==> src/rtl/mem_arbiter_pkg.sv <==
// mem_arbiter_pkg: shared FSM state type and width helper for the memory arbiter
package mem_arbiter_pkg;
  typedef enum logic {ARB_IDLE, ARB_BUSY} arb_state_t;
  function automatic int clog2(input int n);
    int r;
    r = 0;
    while ((1 << r) < n) r++;
    return r;
  endfunction
endpackage

==> src/rtl/mem_arbiter_picker.sv <==
// mem_arb_picker: combinational requester selection; MEM_ARB_RR_EN picks round-robin from rr_ptr, else lowest index wins
module mem_arb_picker #(
  parameter int N_REQ = 2,
  parameter int GRANT_W = 1
) (
  input  logic [N_REQ-1:0]   req,
  input  logic [GRANT_W-1:0] rr_ptr,
  output logic               valid,
  output logic [GRANT_W-1:0] grant
);
  assign valid = |req;
`ifdef MEM_ARB_RR_EN
  logic [GRANT_W-1:0] idx;
  // walk downward so the candidate closest to rr_ptr is written last and wins
  always_comb begin
    grant = '0;
    idx = '0;
    for (int k = N_REQ - 1; k >= 0; k--) begin
      idx = GRANT_W'((int'(rr_ptr) + k) % N_REQ);
      if (req[idx]) grant = idx;
    end
  end
`else
  logic unused_rr;
  assign unused_rr = ^rr_ptr;
  always_comb begin
    grant = '0;
    for (int i = N_REQ - 1; i >= 0; i--)
      if (req[i]) grant = GRANT_W'(i);
  end
`endif
endmodule

==> src/rtl/mem_arbiter.sv <==
// mem_arbiter: N-requester arbiter onto one held-until-resp memory port; MEM_ARB_RR_EN selects round-robin over fixed priority
module mem_arbiter
  import mem_arbiter_pkg::*;
#(
  parameter int N_REQ = 2,
  parameter int ADDR_W = 32,
  parameter int DATA_W = 32
) (
  input  logic                       clk,
  input  logic                       rst,
  input  logic [N_REQ-1:0]           req_read,
  input  logic [N_REQ-1:0]           req_write,
  input  logic [N_REQ*(DATA_W/8)-1:0] req_byte_enable,
  input  logic [N_REQ*ADDR_W-1:0]    req_address,
  input  logic [N_REQ*DATA_W-1:0]    req_wdata,
  output logic [N_REQ-1:0]           req_resp,
  output logic [DATA_W-1:0]          req_rdata,
  output logic                       mem_read,
  output logic                       mem_write,
  output logic [DATA_W/8-1:0]        mem_byte_enable,
  output logic [ADDR_W-1:0]          mem_address,
  output logic [DATA_W-1:0]          mem_wdata,
  input  logic                       mem_resp,
  input  logic [DATA_W-1:0]          mem_rdata
);
  localparam int BE_W = DATA_W / 8;
  localparam int GRANT_W = (N_REQ > 1) ? clog2(N_REQ) : 1;
  arb_state_t state, state_next;
  logic [GRANT_W-1:0] grant, pick, rr_ptr;
  logic pick_valid, op_write;
  mem_arb_picker #(.N_REQ(N_REQ), .GRANT_W(GRANT_W)) u_picker (
    .req(req_read | req_write),
    .rr_ptr(rr_ptr),
    .valid(pick_valid),
    .grant(pick)
  );
  always_ff @(posedge clk or posedge rst)
    if (rst) state <= ARB_IDLE;
    else state <= state_next;
  always_comb
    state_next = (state == ARB_IDLE) ? (pick_valid ? ARB_BUSY : ARB_IDLE)
                                     : (mem_resp ? ARB_IDLE : ARB_BUSY);
  // command is captured only on the IDLE->BUSY edge and frozen until the response
  always_ff @(posedge clk or posedge rst)
    if (rst) begin
      grant <= '0;
      rr_ptr <= '0;
      op_write <= 1'b0;
      mem_byte_enable <= '0;
      mem_address <= '0;
      mem_wdata <= '0;
    end else if (state == ARB_IDLE && pick_valid) begin
      grant <= pick;
      rr_ptr <= (pick == GRANT_W'(N_REQ - 1)) ? '0 : pick + 1'b1;
      op_write <= req_write[pick];
      mem_byte_enable <= req_byte_enable[pick*BE_W +: BE_W];
      mem_address <= req_address[pick*ADDR_W +: ADDR_W];
      mem_wdata <= req_wdata[pick*DATA_W +: DATA_W];
    end
  always_comb begin
    mem_read = state == ARB_BUSY && !op_write;
    mem_write = state == ARB_BUSY && op_write;
    req_resp = '0;
    req_resp[grant] = mem_resp && state == ARB_BUSY;
  end
  assign req_rdata = mem_rdata;
`ifndef SYNTHESIS
  for (genvar i = 0; i < N_REQ; i++) begin : g_rw_chk
    always @(posedge clk)
      if (!rst) assert (!(req_read[i] && req_write[i]))
        else $warning("mem_arbiter: port %0d drives read and write together, treated as write", i);
  end
`endif
endmodule

==> config.mk <==
export PLATFORM = sky130hd
export DESIGN_NAME = mem_arbiter
export DESIGN_NICKNAME = d
export VERILOG_FILES = /design/src/rtl/mem_arbiter_pkg.sv /design/src/rtl/mem_arbiter_picker.sv /design/src/rtl/mem_arbiter.sv
export SDC_FILE = /design/constraint.sdc
export NUM_CORES = 1
export LEC_CHECK = 0
export ABC_AREA = 1
export BUFFER_PORTS_ARGS = -buffer_cell sky130_fd_sc_hd__buf_2
export CAP_MARGIN = 20
export CORE_AREA = 2 2 109 111
export DETAILED_ROUTE_END_ITERATION = 16
export DIE_AREA = 0 0 111 113
export PLACE_DENSITY_LB_ADDON = 0.25
export SLEW_MARGIN = 10
export SYNTH_ARGS = -nofsm -noshare
export SYNTH_HDL_FRONTEND = slang
export SYNTH_HIERARCHICAL = 1
export SYNTH_SLANG_ARGS = --single-unit
==> constraint.sdc <==
create_clock -name clk -period 5.08 [get_ports clk]
set_input_delay 0.762 -clock clk [delete_from_list [all_inputs] [get_ports clk]]
set_output_delay 0.762 -clock clk [all_outputs]
set_load 0.1 [all_outputs]
==> Word-level counts from Yosys, hierarchy flattened <==
Cells that the tools add are included.
{ "totals": {"register_bits": 71, "latch_bits": 0, "mem_bits_rw": 0, "rom_bits": 0, "in_bits": 175, "output_inout_bits": 104, "mem_count": 0} }
{ "classes": {"add_sub_neg": 0, "mul": 0, "div": 0, "magnitude_cmp": 3, "n_eq_ne": 0, "shifts": 3, "mux": 9, "bitwise": 3, "n_reduce_logical": 7} }
{ "ops": {"columns": ["cell", "n"], "rows": [
  ["64-bit by 7-bit variable part select with 32-bit output", 2],
  ["1-bit two-way mux", 8],
  ["8-bit by 4-bit variable part select with 4-bit output", 1],
  ["1-bit logical AND", 5],
  ["1-bit by 2-bit less-than comparator with 1-bit output (second input constant)", 2],
  ["2-bit AND", 1],
  ["2-bit bitwise OR", 1],
  ["2-bit OR reduction", 1],
  ["1-bit demux with 1-bit select", 1],
  ["1-bit greater-or-equal comparator (second input constant)", 1],
  ["1-bit zero test", 1],
  ["1-bit inverter", 1]
]} }

==> Depth between registers and ports, before layout <==
{ "depth": {"depth_word": 5, "depth_mapped": 10, "depth_no_buf": 8} }

==> By module <==
Netlist, hierarchy kept.
{ "modules_own_cells": {"columns": ["module", "instances", "cells_each", "area_per_inst_um2", "seq_area_each_um2"], "rows": [
  ["mem_arbiter", 1, 567, 3858.7, 1801.7],
  ["mem_arb_picker", 1, 4, 15.0, 0.0]
]} }

==> Least setup slack after synthesis <==
No wires, ideal clock.
{ "synth_timing": {"kind": "input -> output", "from": "in mem_resp", "to": "out req_resp[0]", "arrival_ps": 2066, "required_ps": 4318, "slack_ps": 2252, "path_stages": 2, "path_buffers": 0, "path_cell_list": "nand2_1 > nor2_1"} }
{ "synth_between": {"elab_chain_len": 2} }
{ "synth_lines": {"columns": ["element", "line", "text"], "rows": [
  ["start: declaration", "mem_arbiter.sv:23", "input logic mem_resp,"],
  ["1-bit logical AND", "mem_arbiter.sv:64", "req_resp[grant] = mem_resp && state == ARB_BUSY;"],
  ["2-bit AND (no line)", null, null],
  ["end: declaration", "mem_arbiter.sv:16", "output logic [N_REQ-1:0] req_resp,"]
]} }
No other way between the ends.

==> Worst setup path after layout <==
{ "layout_timing": {"from": "in mem_resp", "to": "out req_resp[1]"} }
Same word-level chain as after synthesis.

==> impl_metrics.ini <==
[outcome]
status = finished clean

[detailed_routing]
wl_um = 10030
via_count = 3850
drc_errors = 0
viasPerCell = 4.360
drt-wirelength-per-cell_um = 11.36
drtPass1Iterations = 4
drt-initial-drc-count = 189
antenna_left = 0

[clocking]
root_buffer = clkbuf_16
cts_sinks = 71
cts_max_level = 3
path_clk_slew_ns = 0.05
cts_buffers = 9
ctsResizeCount = 0
clock_path_buffers = 2
hold_buffers = 0
post-cts-setup-buffers = 0
clk_latency_ns = 0.32
cts_tree = yes

[setup_path]
worstPathArrival_ns = 1.43
criticalPathCategory = input pin to primary output
cp_data_required_time_ns = 4.32
ff2ff_path_depth = 6
worst_setup_path_start_kind = input pin
r2r-end = mem_wdata[17]$_DFFE_PP0P_
reg2reg_slack_ns = 3.61
critPathMaxFanout = 2
r2r-start = state$_DFF_PP0_
critPathCaptureType = primary output

[placement]
numPortBuffers = 214
hpwl_um = 7169
gp_congestion = 0.8010
preCtsSetupSlack_ns = 2.505

[cells_and_area]
drive_gt1_share_pct = 32.16
nets = 911
regArea_um2 = 1777
multi_input_area_um2 = 1620
antenna_cells = 0
n_fill_cell = 1207
syn_to_final_growth_pct = 30.17

[grt]
grt_max_degree = 73
grt_most_used_layer = met2
antenna_found_initial = 0
grt_pass1_vias = 3791
overflow = 0
grtUsageMet2_pct = 28.06
grt_pass1_wl_um = 16880
grt_usage_pct = 16.15
grtUsageMet3_pct = 4.339
use_met1_pct = 18.76

[sta]
slew_headroom_pct = 50.89
min_period_over_period_pct = 43.17
rsz0062_at_grt = no
setup_ws_ns = 2.887
clock.fmax_ghz = 0.4560
final_max_slew_viol_count = 0
tns_ns = 0
finalCriticalPeriod_ns = 2.193
hold_violations = 0
worst_pin_slew_ns = 0.7367
setup_viol = 0
finClkSkew_ns = 0.003428

[job]
maxCapViolations = 0

[floorplan]
io_pins = 279
die_h_um = 113
initial_core_util_pct = 34.07
core_um2 = 11270
fp.dieW_um = 111
std_cell_rows = 39
die_area_um2 = 12540

[hold_path]
holdPathEnd = mem_address[18]$_DFFE_PP0P_
worstHoldStart = mem_address[18]$_DFFE_PP0P_
whs_path_depth = 2
worstHoldPathType = flop to flop

[logic_synthesis]
syn_inst = 568
synth.avg_cell_area_um2 = 6.760
synthesis.area_um2 = 3840
yosysWarnings = 6
synth_nets = 743
==> how the worst max path moves through the flow <==
stage	start	endpoint
after floorplan	mem_resp	req_resp[0]
final	mem_resp	req_resp[1]
after global placement	req_write[1]	mem_wdata[7]$_DFFE_PP0P_
after global routing	mem_resp	req_resp[0]
after detailed placement	req_write[1]	mem_address[22]$_DFFE_PP0P_
after CTS	req_write[1]	mem_address[22]$_DFFE_PP0P_
==> area by class of cell <==
cell class                 instances  area share [%]
clock buffer                      14           5.081
clock inverter                     1          0.1001
inverter                           8          0.6008
multi-input combinational        427           32.42
sequential                        71           35.54
tap                              143           3.579
timing repair buffer             219           22.68
==> cells in the final DEF (no fill, tap or decap) <==
master and instances:
buf_4 3, nor2_4 1, dfrtp_1 71, inv_2 4, clkbuf_16 9, o21ai_1 1
or2_2 2, clkinv_2 1, buf_2 214, nand2_1 418, o21ai_0 1, nand2_2 1
buf_12 2, clkbuf_1 4, nor2_1 3, inv_1 4, clkbuf_8 1
==> state kept, by name, indices dropped and copies added (netlist names) <==
register,count
state,1
op_write,1
mem_wdata,32
mem_byte_enable,4
grant,1
mem_address,32
==> routing by layer <==
| metal | part of all wire [%] | vias up |
|---|---|---|
| li1 | - | 1986 |
| met1 | 42 | 1691 |
| met2 | 48 | 150 |
| met3 | 8.1 | 23 |
| met4 | 2.0 | 0 |
| met5 | 0 | - |
==> critical path: stages <==
cell and delay, ns:
buf_2 0.09, nand2_1 0.06, nor2_1 0.08, buf_2 0.43
==> stage by stage <==
stage               std cells  utilization [%]  instance area, µm²  hold WS, ns
finish                    883            44.34                4999       0.4694
global route              883            44.34                4999       0.4935
floorplan                 568                -                3840       0.4714
global placement          866            41.69                4700       0.4583
CTS                       882            44.17                4979       0.4747
detailed placement        867            41.87                4720       0.4599
Power is left out: the tool's default activity adds up to more than one toggle a clock period on the data nets, which glitch-free logic cannot reach.
